$ cat src/rtl/clock_div_bank.sv
// clock_div_bank
//   Bank of independently programmable 50%-duty clock dividers running off
//   mainclock. Each channel counts 0..A and toggles its output when the count
//   hits A, so the divided period is 2*(A+1) mainclock cycles. New settings
//   are written into a per-channel shadow and only take effect at the falling
//   toggle (or right away on an idle channel), so a running output never
//   shows a runt pulse. sync_req restarts every channel whose shadow enable
//   is set, all from the same phase.
//
// Ports
//   mainclock    in   sole clock, all state updates on the rising edge
//   rst_n        in   asynchronous active-low reset
//   cfg_we       in   one-cycle write strobe for the shadow config
//   cfg_chan     in   channel index for the write; out-of-range is ignored
//   cfg_div      in   requested divide field
//   cfg_en       in   requested channel enable
//   sync_req     in   restart all shadow-enabled channels at phase zero
//   out_clocks   out  registered divided clocks
//   out_ticks    out  one-cycle strobe in the first high cycle of each period
//   cfg_pending  out  shadow config written but not yet applied
module clock_div_bank #(
  parameter int CHANNELS    = 8,
  parameter int DIV_WIDTH   = 8,
  parameter int DEFAULT_DIV = 0
) (
  input  logic                                           mainclock,
  input  logic                                           rst_n,
  input  logic                                           cfg_we,
  input  logic [$clog2(CHANNELS > 1 ? CHANNELS : 2)-1:0] cfg_chan,
  input  logic [DIV_WIDTH-1:0]                           cfg_div,
  input  logic                                           cfg_en,
  input  logic                                           sync_req,
  output logic [CHANNELS-1:0]                            out_clocks,
  output logic [CHANNELS-1:0]                            out_ticks,
  output logic [CHANNELS-1:0]                            cfg_pending
);

  localparam int CW = $clog2(CHANNELS > 1 ? CHANNELS : 2);
  localparam logic [DIV_WIDTH-1:0] DEF_DIV = DIV_WIDTH'(DEFAULT_DIV);

  for (genvar c = 0; c < CHANNELS; c++) begin : g_chan
    localparam logic [CW-1:0] IDX = CW'(c);

    logic [DIV_WIDTH-1:0] cnt_q, cnt_d;
    logic [DIV_WIDTH-1:0] act_div_q, act_div_d;
    logic [DIV_WIDTH-1:0] sh_div_q, sh_div_d;
    logic                 act_en_q, act_en_d;
    logic                 sh_en_q, sh_en_d;
    logic                 clk_q, clk_d;
    logic                 tick_q, tick_d;
    logic                 pend_q, pend_d;

    logic                 wr;
    logic                 eff_en;
    logic [DIV_WIDTH-1:0] eff_div;
    logic                 do_sync;

    // Indices at or above CHANNELS never match any IDX, so such writes drop out.
    assign wr      = cfg_we && (cfg_chan == IDX);
    // A write in the same cycle as sync_req lands first and is what sync applies.
    assign eff_div = wr ? cfg_div : sh_div_q;
    assign eff_en  = wr ? cfg_en  : sh_en_q;
    assign do_sync = sync_req && eff_en;

    always_comb begin
      cnt_d     = cnt_q;
      act_div_d = act_div_q;
      act_en_d  = act_en_q;
      sh_div_d  = sh_div_q;
      sh_en_d   = sh_en_q;
      clk_d     = clk_q;
      tick_d    = 1'b0;
      pend_d    = pend_q;

      if (do_sync) begin
        cnt_d     = '0;
        clk_d     = 1'b0;
        act_div_d = eff_div;
        act_en_d  = 1'b1;
        pend_d    = 1'b0;
      end else if (act_en_q) begin
        if (cnt_q == act_div_q) begin
          cnt_d  = '0;
          clk_d  = ~clk_q;
          tick_d = ~clk_q;
          // Falling toggle closes the period: the only safe point to switch.
          // The shadow is copied even with nothing pending since it then
          // already equals the active setting.
          if (clk_q) begin
            act_div_d = sh_div_q;
            act_en_d  = sh_en_q;
            pend_d    = 1'b0;
          end
        end else begin
          cnt_d = cnt_q + DIV_WIDTH'(1);
        end
      end else if (pend_q) begin
        // Idle channel has no boundary to wait for.
        act_div_d = sh_div_q;
        act_en_d  = sh_en_q;
        cnt_d     = '0;
        clk_d     = 1'b0;
        pend_d    = 1'b0;
      end

      // A write that coincides with an apply leaves the new value pending.
      if (wr) begin
        sh_div_d = cfg_div;
        sh_en_d  = cfg_en;
        if (!do_sync) pend_d = 1'b1;
      end
    end

    always_ff @(posedge mainclock or negedge rst_n) begin
      if (!rst_n) begin
        cnt_q     <= '0;
        act_div_q <= DEF_DIV;
        act_en_q  <= 1'b0;
        sh_div_q  <= DEF_DIV;
        sh_en_q   <= 1'b0;
        clk_q     <= 1'b0;
        tick_q    <= 1'b0;
        pend_q    <= 1'b0;
      end else begin
        cnt_q     <= cnt_d;
        act_div_q <= act_div_d;
        act_en_q  <= act_en_d;
        sh_div_q  <= sh_div_d;
        sh_en_q   <= sh_en_d;
        clk_q     <= clk_d;
        tick_q    <= tick_d;
        pend_q    <= pend_d;
      end
    end

    assign out_clocks[c]  = clk_q;
    assign out_ticks[c]   = tick_q;
    assign cfg_pending[c] = pend_q;
  end

endmodule

$ cat config.mk
export PLATFORM = sky130hd
export DESIGN_NAME = clock_div_bank
export DESIGN_NICKNAME = d
export VERILOG_FILES = /design/src/rtl/clock_div_bank.sv
export SDC_FILE = /design/constraint.sdc
export NUM_CORES = 1
export LEC_CHECK = 0
export ABC_CLOCK_PERIOD_IN_PS = 2700
export CORE_AREA = 5 5 154 156
export CTS_CLUSTER_DIAMETER = 30
export CTS_CLUSTER_SIZE = 8
export DETAILED_ROUTE_END_ITERATION = 8
export DIE_AREA = 0 0 159 161
export GPL_TIMING_DRIVEN = 0
export PLACE_DENSITY_LB_ADDON = 0.3
export SYNTH_ARGS = -nofsm -noshare
export SYNTH_HDL_FRONTEND = slang
export SYNTH_SLANG_ARGS = --single-unit
$ cat constraint.sdc
create_clock -name mainclock -period 2.7 [get_ports mainclock]
set_input_delay 0.405 -clock mainclock [delete_from_list [all_inputs] [get_ports mainclock]]
set_output_delay 0.405 -clock mainclock [all_outputs]
set_load 0.02 [all_outputs]
==> out/metrics.yaml, run 1 <==
sta:
  period_needed_ns: 2.50
  hold_violations: 0
  min_period_over_period: 0.926
  timing.fmax_mhz: 400
  fin_skew_ns: 0.0166
  maxSlewViolCount: 0
  tightestPinTransition_ns: 0.863
  hold_ws_ns: 0.293
  layout_setup_ws_ns: 0.199
  setup_viol: 0
  relSlewSlack: 0.425
  rsz0062_at_grt: "false"
detailed_routing:
  route.final.wire_length_mm: 24.5
  drc: 0
  drtAntennaViolNets: 0
  first_pass_iters: 4
  vias_per_cell: 5.49
  dr_total_vias: 8252
  drt_iter0_drc: 362
  avgRoutedWirePerCell_um: 16.3
setup_path:
  crit_path_max_fanout: 10
  arrival_ns: 2.88
  crit_path_start_kind: "input pin"
  end_kind: "flip-flop"
  path_class: "in -> reg"
  cp.required_ns: 3.08
synthesis:
  synth_top_area_frac: 0.487
  synth_warnings: 0
  syn-num-nets: 1109
  synthFlopType: "dfrtp_1"
  syn_area_per_cell_sq_um: 11.0
  ys_ff_latch: 232
  synthArstFlopShare: 1.00
  syn_area_sq_mm: 0.0119
  synthTopCellsByArea: "dfrtp_1 (49%), mux2_2 (13%), xor2_1 (5.5%), mux2i_1 (5.0%), nand2_1 (3.0%)"
  seq_area_frac_synth: 0.487
  synth-edff-count: 0
  ys_types: 60
  syn_inst: 1085
  yosysTopAreaCell: "dfrtp_1"
global_routing:
  grt_start_max_net_pins: 121
  grt-ovfl-total: 0
  grt_pass1_wl_mm: 42.6
  grt_pass1_vias: 8583
  track_usage: 0.195
  antenna_found_initial: 0
floorplanning:
  start_util: 0.537
  die_h_um: 161
  die_w_um: 159
  ioPinCount: 40
  dieArea_sq_mm: 0.0256
  row_count: 55
  core_sq_mm: 0.0222
place:
  gp_congestion: 0.819
  pre_cts_ws_ns: -0.592
  dp_hpwl_mm: 15.7
  io_buffers: 34
status:
  status: "finished clean"
clock_network:
  cts_tree: "built"
  cts_setup_buffers: 0
  cts_inserted_buffers: 52
  clk_pin_slew_ns: 0.04
  clk_latency_ns: 0.54
  clockRootBuffer: "clkbuf_16"
  cts_buffer_depth: 3
  cts.sinks: 232
  h-tree-depth: 2
power:
  powerDensity_mw_per_mm2: 1070
  p_leak_nw: 6.61
  ir_worst_vdd_uv: 900
final_layout:
  antenna_cells: 0
  nets: 1199
  syn_to_final_growth_pct: 21.4
  layout-drive-gt1-share: 0.247
job:
  drv_cap: 0
min_path:
  hold_path_class: "in -> reg"
==> worst max-delay path, stage by stage <==
cell,delay (ns)
clkdlybuf4s50_1,0.76
clkbuf_2,0.41
nand2_1,0.14
mux2i_2,0.48
buf_2,0.36
mux2i_1,0.22
mux2i_1,0.09
==> cells by family after synthesis <==
kind of cell    count (synthesis)  share of synthesized area
compound gates                129                     0.0714
buf+inv                       117                     0.0509
fa+ha+maj                       8                    0.00839
xor+xnor                       92                     0.0675
simple gates                  306                      0.130
flops                         232                      0.487
mux                           201                      0.185
==> Yosys cell counts (all sizes together), types with 2 or more instances <==
library cell	count
xor2	75
a32oi	9
a31oi	19
nand2b	5
nand2	96
a211oi	6
nor3	10
clkbuf	26
nor2b	4
o2111ai	6
nand3b	11
and4	6
mux2i	61
ha	8
or3	4
or2	5
buf	48
nand4b	3
inv	43
dfrtp	232
nor4	16
a21boi	6
xnor2	17
nand3	35
o21bai	3
o221a	4
nor3b	8
a21oi	37
o21ai	20
o21a	2
nor4b	5
and2	8
o211ai	9
a21o	3
mux2	140
nor2	67
and4bb	2
and3	8
nand4	10
==> path summary, 6_finish.rpt <==
kind                                    start                endpoint  slack [ns]  cells past startpoint
min                                    cfg_en       g_chan[2].sh_en_q        0.29                      3
min reg2reg                   g_chan[2].clk_q        g_chan[2].tick_q        0.47                      1
max in group asynchronous               rst_n      g_chan[7].cnt_q[2]        1.11                      3
max                                  sync_req  g_chan[2].act_div_q[4]        0.20                      7
min in group asynchronous               rst_n      g_chan[4].cnt_q[4]        0.50                      2
max reg2reg                g_chan[0].cnt_q[0]  g_chan[0].act_div_q[4]        0.42                      6
==> placed cells by master, fill, tap and decap left out, drive strengths merged, types with 9 or more instances in the layout <==
master | Yosys | layout
dfrtp | 232 | 232
nand2 | 96 | 96
mux2 | 140 | 140
nor4 | 16 | 16
nor2 | 67 | 67
a32oi | 9 | 9
a31oi | 19 | 19
clkbuf | 26 | 91
buf | 48 | 50
xnor2 | 17 | 17
nand3 | 35 | 35
a21oi | 37 | 37
o21ai | 20 | 20
nor3 | 10 | 10
nand3b | 11 | 11
mux2i | 61 | 61
nand4 | 10 | 10
xor2 | 75 | 75
o211ai | 9 | 9
clkdlybuf4s50 | 0 | 33
inv | 43 | 45
clkinv | 0 | 14
==> metrics by stage <==
stage / cells / util / TNS, ns / total power, mW / cell area (sq um)
3_3_place_gp: 1404 / 0.568 / -2043.13 / 8.99 / 12600
2_1_floorplan: 1085 / - / 0 / 8.12 / 11900
6_report: 1502 / 0.652 / 0 / 15.5 / 14500
4_1_cts: 1502 / 0.652 / 0 / 15.6 / 14500
5_1_grt: 1502 / 0.652 / 0 / 16.4 / 14500
3_5_place_dp: 1405 / 0.570 / -23.47 / 9.14 / 12700
==> power breakdown <==
group          internal (mW)  total [mW]  switching, mW
clock                   4.43        6.40           1.97
sequential              4.54        5.51          0.979
combinational           1.90        3.58           1.67
total                   10.9        15.5           4.63
==> layout make-up <==
type | count | area [sq um]
sequential | 232 | 5810
tap | 285 | 357
timing repair buffer | 36 | 383
multi-input combinational | 736 | 5520
clock buffer | 65 | 1440
inverter | 43 | 161
clock inverter | 31 | 377
fill | 1720 | 7740
buffer | 74 | 447
==> per-layer routing <==
layer	vias to the layer above	GRT usage	part of all wire
li1	4015	-	-
met1	4049	0.266	0.46
met2	137	0.315	0.47
met3	51	0.0439	0.042
met4	0	0.0593	0.023
met5	-	0	0
==> state kept, by name, indices dropped and copies added (netlist names) <==
name,count
g_chan.act_div_q,64
g_chan.cnt_q,64
g_chan.sh_div_q,64
g_chan.act_en_q,8
g_chan.clk_q,8
g_chan.pend_q,8
g_chan.sh_en_q,8
g_chan.tick_q,8
==> timing repair <==
action                     CTS  global route
hold endpoints to repair    43             0
setup endpoints to repair    3             0
resized for setup            1             0
hold buffers                 1             0
(Power assumes the default switching activity.)
==> run 2: changes to the inputs <==
==> constraint.sdc (replaced) <==
create_clock -name mainclock -period 2.7 [get_ports mainclock]
set_input_delay 0.405 -clock mainclock [delete_from_list [all_inputs] [get_ports mainclock]]
set_output_delay 0.405 -clock mainclock [all_outputs]
set_load 0.05 [all_outputs]
==> results of run 2 <==
The final DEF is identical to that of run 1. Status: finished clean.
Among the figures that moved: total power 15.5 mW -> 15.7 mW
